<file path="src/rtl/hazard_ctrl.sv">
// -----------------------------------------------------------------------------
// hazard_ctrl
//
// Pipeline hazard controller for a classic five-stage in-order core
// (IF, ID, EX, MEM, WB). It decides, every cycle and with zero latency, which
// stage must stall, flush or extend its occupancy:
//   * ID stall on a load-use dependency against the instruction in EX.
//   * ID flush when the branch in EX resolves taken.
//   * EX extension while the multi-cycle multiply/divide unit (MDU) runs.
//   * MEM extension while a memory access waits for the memory to respond.
// It also keeps a saturating count of consecutive memory wait cycles and a
// sticky timeout flag that is raised once that count pins at its maximum.
//
// Ports
//   clk              sole clock, all state changes on its rising edge
//   rst              synchronous, active-high reset
//   id_rs, id_rt     ID-stage source register numbers
//   id_uses_rs/rt    ID instruction actually reads rs / rt
//   id_dirty         ID slot holds a bubble
//   ex_rd            EX destination register
//   ex_mem_read      EX instruction is a load
//   ex_dirty         EX slot holds a bubble
//   ex_branch_taken  EX branch resolved taken
//   ex_mdu_start     EX instruction starts an MDU operation
//   ex_mdu_div       MDU operation select: 0 = multiply, 1 = divide
//   mem_req          MEM stage is issuing a memory access
//   mem_ready        memory accepts/completes the access this cycle
//   mem_dirty        MEM slot holds a bubble
//   stall/flush/extend  per-stage control, bit4=IF .. bit0=WB
//   busy             MDU FSM is not idle
//   mdu_done         one-cycle pulse when the MDU result leaves EX
//   mem_wait_cnt     saturating count of consecutive memory wait cycles
//   mem_timeout      sticky: wait count pinned at 255 while still waiting
// -----------------------------------------------------------------------------
module hazard_ctrl (
  input  logic       clk,
  input  logic       rst,
  input  logic [4:0] id_rs,
  input  logic [4:0] id_rt,
  input  logic       id_uses_rs,
  input  logic       id_uses_rt,
  input  logic       id_dirty,
  input  logic [4:0] ex_rd,
  input  logic       ex_mem_read,
  input  logic       ex_dirty,
  input  logic       ex_branch_taken,
  input  logic       ex_mdu_start,
  input  logic       ex_mdu_div,
  input  logic       mem_req,
  input  logic       mem_ready,
  input  logic       mem_dirty,
  output logic [4:0] stall,
  output logic [4:0] flush,
  output logic [4:0] extend,
  output logic       busy,
  output logic       mdu_done,
  output logic [7:0] mem_wait_cnt,
  output logic       mem_timeout
);

  // Counter preload values. The start cycle itself already extends EX, so a
  // multiply occupies EX for 1 + 2 + 1 = 4 cycles and a divide for
  // 1 + 30 + 1 = 32 cycles when MEM is not waiting.
  localparam logic [4:0] MUL_CYC = 5'd2;
  localparam logic [4:0] DIV_CYC = 5'd30;

  typedef enum logic {
    IDLE = 1'b0,
    MDU  = 1'b1
  } state_t;

  state_t     state;
  state_t     state_nxt;
  logic [4:0] cnt;
  logic [4:0] cnt_nxt;

  logic       ex_valid;
  logic       mem_ext;
  logic       mdu_ext;
  logic       done_raw;
  logic       load_use;
  logic       flush_id;
  logic       stall_id;
  logic       pipe_held;

  // Saturating +1 for the 8-bit wait counter.
  function automatic logic [7:0] sat_inc8(input logic [7:0] v);
    return (v == 8'hFF) ? v : v + 8'd1;
  endfunction

  assign ex_valid = ex_mdu_start & ~ex_dirty;

  // A bubble in MEM never waits on memory. Reset masks the output so the
  // pipeline sees no extension while the controller is being reset.
  assign mem_ext = ~rst & mem_req & ~mem_ready & ~mem_dirty;

  // MDU sequencing: next state, counter and the raw EX extension/done
  // strobes. The counter keeps running while MEM waits; only the final
  // hand-off out of EX has to wait for MEM to advance.
  always_comb begin
    state_nxt = state;
    cnt_nxt   = cnt;
    mdu_ext   = 1'b0;
    done_raw  = 1'b0;
    case (state)
      IDLE: begin
        if (ex_valid) begin
          mdu_ext   = 1'b1;
          cnt_nxt   = ex_mdu_div ? DIV_CYC : MUL_CYC;
          state_nxt = MDU;
        end
      end
      MDU: begin
        if (cnt != 5'd0) begin
          mdu_ext = 1'b1;
          cnt_nxt = cnt - 5'd1;
        end else if (!mem_ext) begin
          done_raw  = 1'b1;
          state_nxt = IDLE;
        end
      end
      default: begin
        state_nxt = IDLE;
      end
    endcase
  end

  // Load-use: a load in EX writes a register the ID instruction reads.
  // Register 0 is hard-wired, so it never creates a dependency.
  assign load_use = ex_mem_read & ~ex_dirty & ~id_dirty & (ex_rd != 5'd0) &
                    ((id_uses_rs & (id_rs == ex_rd)) |
                     (id_uses_rt & (id_rt == ex_rd)));

  // While EX or MEM is extended nothing advances, so ID decisions are
  // deferred until the pipeline moves again. A taken branch squashes ID,
  // which makes any stall of that same instruction pointless.
  assign pipe_held = mdu_ext | mem_ext;
  assign flush_id  = ~rst & ~pipe_held & ex_branch_taken & ~ex_dirty;
  assign stall_id  = ~rst & ~pipe_held & load_use & ~flush_id;

  assign stall    = {1'b0, stall_id, 3'b000};
  assign flush    = {1'b0, flush_id, 3'b000};
  assign extend   = {2'b00, mdu_ext & ~rst, mem_ext, 1'b0};
  assign busy     = ~rst & (state == MDU);
  assign mdu_done = ~rst & done_raw;

  // State register: FSM, MDU counter, memory wait statistics.
  always_ff @(posedge clk) begin
    if (rst) begin
      state        <= IDLE;
      cnt          <= 5'd0;
      mem_wait_cnt <= 8'd0;
      mem_timeout  <= 1'b0;
    end else begin
      state <= state_nxt;
      cnt   <= cnt_nxt;
      if (mem_ext) begin
        mem_wait_cnt <= sat_inc8(mem_wait_cnt);
      end else begin
        mem_wait_cnt <= 8'd0;
      end
      if (mem_ext && (mem_wait_cnt == 8'hFF)) begin
        mem_timeout <= 1'b1;
      end
    end
  end

endmodule

</file>
<file path="config.mk">
export PLATFORM = sky130hd
export DESIGN_NAME = hazard_ctrl
export DESIGN_NICKNAME = d
export VERILOG_FILES = /design/src/rtl/hazard_ctrl.sv
export SDC_FILE = /design/constraint.sdc
export NUM_CORES = 1
export LEC_CHECK = 0
export CAP_MARGIN = 10
export CELL_PAD_IN_SITES_DETAIL_PLACEMENT = 1
export CELL_PAD_IN_SITES_GLOBAL_PLACEMENT = 2
export CORE_ASPECT_RATIO = 1.2
export CORE_UTILIZATION = 21
export DETAILED_ROUTE_END_ITERATION = 8
export PLACE_DENSITY_LB_ADDON = 0.05
export SLEW_MARGIN = 0
export SYNTH_ARGS = -nofsm -noshare
export SYNTH_HDL_FRONTEND = slang
export SYNTH_SLANG_ARGS = --single-unit
</file>
<file path="constraint.sdc">
create_clock -name clk -period 2.1 [get_ports clk]
set_input_delay 0.42 -clock clk [delete_from_list [all_inputs] [get_ports clk]]
set_output_delay 0.42 -clock clk [all_outputs]
set_load 0.02 [all_outputs]
</file>
==> flow_summary.json <==
{
  "cp.arrival_ps": 1690,
  "power_frac_comb_pct": 34.4,
  "failed_checks": "negative setup slack",
  "port-buffer-count": 42,
  "ys_warn_count": 0,
  "grt_antenna_before_repair": 0,
  "row_count": 27,
  "drv_cap": 0,
  "skew_ps": 5.41,
  "htree_levels": 1,
  "p_total_w": 0.000826,
  "grtUsageMet3_pct": 3.30,
  "coreArea_um2": 4700,
  "path_class": "input pin to primary output",
  "setup_viol": 1,
  "p_clk_share_pct": 28.5,
  "hold_slack_ps": 473,
  "fin_ws_ps": -5.65,
  "p_switching_w": 0.000243,
  "grt_pass1_vias": 1195,
  "crit_required_ps": 1680,
  "dp_slack_ps": -617,
  "switching_share_pct": 29.5,
  "worstSetupStartpointType": "input pin",
  "post_drt_wl_per_cell_um": 13.0,
  "place_area_um2": 1610,
  "synth_compound_gate_area_share_pct": 14.4,
  "intPower_w": 0.000583,
  "p_leak_nw": 0.718,
  "clk_path_buf_depth": 2,
  "syn2layout_area_growth_pct": 66.2,
  "synthMuxAreaShare_pct": 5.04,
  "cp_max_fo": 1,
  "synth_xor_area_share_pct": 9.23,
  "worst_ir_drop_vdd_uv": 222,
  "seqPwrFrac_pct": 37.1,
  "clk_pin_slew_ps": 60,
  "finalWirelength_mm": 3.17,
  "yosys.area_share.simple_pct": 26.7,
  "syn_area_um2": 1040,
  "p_per_area_nw_per_um2": 476,
  "postSynthAreaPerCell_um2": 8.35,
  "busiest_layer": "met2",
  "gp_congestion": 0.811,
  "synthAdderAreaFrac_pct": 2.40,
  "nFillCells": 571,
  "use_met2_pct": 24.7,
  "root_buffer": "clkbuf_8",
  "clock_latency_ps": 250,
  "post-route-drc-count": 0,
  "yosysSeqAreaShare_pct": 28.8,
  "dr.pass1.iters": 4,
  "fp.dieH_um": 79.2,
  "use_met1_pct": 13.4,
  "status": "complete, but fails checks",
  "die_width_um": 66.4,
  "yosysUniqueCellTypes": 44,
  "grt-ovfl-total": 0,
  "max-slew-margin-rel_pct": 66.7,
  "grt_use_total_pct": 12.7,
  "syn_inst": 125,
  "cts-hold-fix-buffers": 0,
  "ioPinCount": 54,
  "grt_first_pass_wirelength_mm": 5.20,
  "cts_buffers": 3,
  "cts_tree": "yes",
  "synth-seq-cells": 15,
  "num_vias": 1110,
  "postRouteAntennaNets": 0,
  "initial_core_util_pct": 22.2,
  "fin_crit_sh_pct": 100,
  "hold_violations": 0,
  "hold_path.class": "flip-flop to flip-flop",
  "final_max_slew_viol_count": 0,
  "end_kind": "primary output",
  "diodes": 0,
  "fmax_ghz": 0.475,
  "cts.sinks": 15,
  "die-area_um2": 5260,
  "finalCriticalPeriod_ps": 2110,
  "synth_top_family_by_area": "simple AND/OR/NAND/NOR gates",
  "drt-initial-drc-count": 12,
  "rsz0062_at_grt": "true",
  "final_net_count": 217,
  "post-route-cell-area_um2": 1730,
  "grt_max_degree": 11,
  "vias_per_cell": 4.55,
  "worst_pin_slew_ps": 497,
  "layout-drive-gt1-share_pct": 26.9,
  "dp_hpwl_mm": 2.64
}
==> cells by family after synthesis <==
family / after synthesis
compound gates: 21
xor+xnor: 11
buf+inv: 22
fa+ha+maj: 2
flops: 15
mux: 4
simple gates: 49
other cells: 1
==> synthesized netlist by cell type, drive strengths merged <==
cell,n,area share [%]
a21oi,5,2.8
a221oi,1,0.84
a22oi,1,0.72
a311oi,1,0.84
a31oi,3,1.8
and2,1,0.60
and3,2,1.2
buf,15,11
clkbuf,1,0.36
conb,1,0.36
dfxtp,15,29
ha,2,2.4
inv,6,2.2
mux2i,4,5.0
nand2,3,1.1
nand2b,2,1.2
nand3,6,2.9
nand3b,1,0.72
nand4,1,0.60
nor2,16,5.8
nor2b,2,1.2
nor3,3,1.9
nor3b,2,1.4
nor4,4,2.4
nor4b,1,1.4
o2111a,1,1.1
o2111ai,1,0.84
o21ai,5,2.4
o21bai,1,0.72
o311ai,1,0.84
o41ai,1,1.6
or2,1,0.60
or3,1,0.72
or4,1,0.72
or4b,2,2.3
xnor2,2,1.7
xor2,9,7.6
==> metrics by stage <==
stage               util (%)  instances  TNS [ps]
floorplan                  -        135         0
global placement        34.2        237     -2970
CTS                     36.3        244      -183
finish                  36.9        244     -5.65
global route            36.9        244      -183
detailed placement      34.2        237     -2910
==> final cells by class <==
type | instances | area [um^2] | share of cell area, %
Sequential cell | 15 | 303 | 17.5
Clock inverter | 1 | 5.00 | 0.289
Clock buffer | 3 | 41.3 | 2.38
Timing Repair Buffer | 63 | 581 | 33.5
Tap cell | 58 | 72.6 | 4.18
Inverter | 6 | 27.5 | 1.59
Multi-Input combinational cell | 98 | 704 | 40.6
==> sequential cells by signal, indices dropped and copies added (netlist names) <==
signal / flops
mem_wait_cnt: 8
cnt: 5
mem_timeout: 1
state: 1
==> power by group through the flow <==
| stage | registers, W | clock network, W | logic [W] |
|---|---|---|---|
| after floorplan | 0.000312 | 0 | 0.000137 |
| after global placement | 0.000309 | 0 | 0.000256 |
| after detailed placement | 0.000309 | 0 | 0.000264 |
| after CTS | 0.000304 | 0.000247 | 0.000281 |
| after global routing | 0.000307 | 0.000267 | 0.000309 |
| final | 0.000306 | 0.000235 | 0.000284 |
==> placed cells by master (no fill, tap or decap), types with 2 or more instances in the layout <==
cell	synthesis	layout
o21ai_0	3	3
o21ai_1	2	2
nor2b_1	2	2
buf_6	0	2
inv_2	2	3
buf_4	14	21
nor3b_1	2	2
a21oi_2	1	2
dfxtp_2	0	2
nor3_1	2	2
nor4_1	4	2
nand2b_1	2	2
clkdlybuf4s50_1	0	28
clkbuf_8	0	3
xnor2_1	2	2
a21oi_1	4	3
a31oi_1	3	3
and3_1	2	2
buf_2	1	2
nand3_1	6	6
dfxtp_1	15	13
nor2_1	16	16
conb_1	1	11
dlygate4sd2_1	0	6
or4b_4	1	2
inv_1	4	2
xor2_1	9	9
mux2i_1	3	3
nand2_1	3	3
dlymetal6s2s_1	0	3
==> path summary, 6_finish.rpt <==
kind               startpoint           to  slack [ps]  depth (start not counted)
setup / recovery     id_rt[2]     stall[3]          -6                          6
hold / removal    mem_timeout  mem_timeout         470                          2
setup reg to reg       cnt[1]       cnt[3]         400                          7
hold reg to reg   mem_timeout  mem_timeout         470                          2
==> layer usage <==
metal	wire length [um]	vias up	share of wire, %
met2	1690	40	53
met1	1260	530	40
li1	-	540	-
met3	215	0	6.8
met5	0	-	0
met4	0	0	0
==> worst max-delay path, stage by stage <==
cell and delay, ps:
clkdlybuf4s50_1 420, xor2_1 150, nor4_1 280, nand3_1 120, a21oi_2 150, buf_4 150
==> what timing repair did <==
| action | 4_1_cts | 5_1_grt |
|---|---|---|
| pin swaps | 4 | 10 |
| setup buffers | 3 | 0 |
| resized for setup | 44 | 7 |
| setup endpoints to repair | 6 | 4 |
| cloned | 0 | 0 |
(Power assumes the default switching activity.)
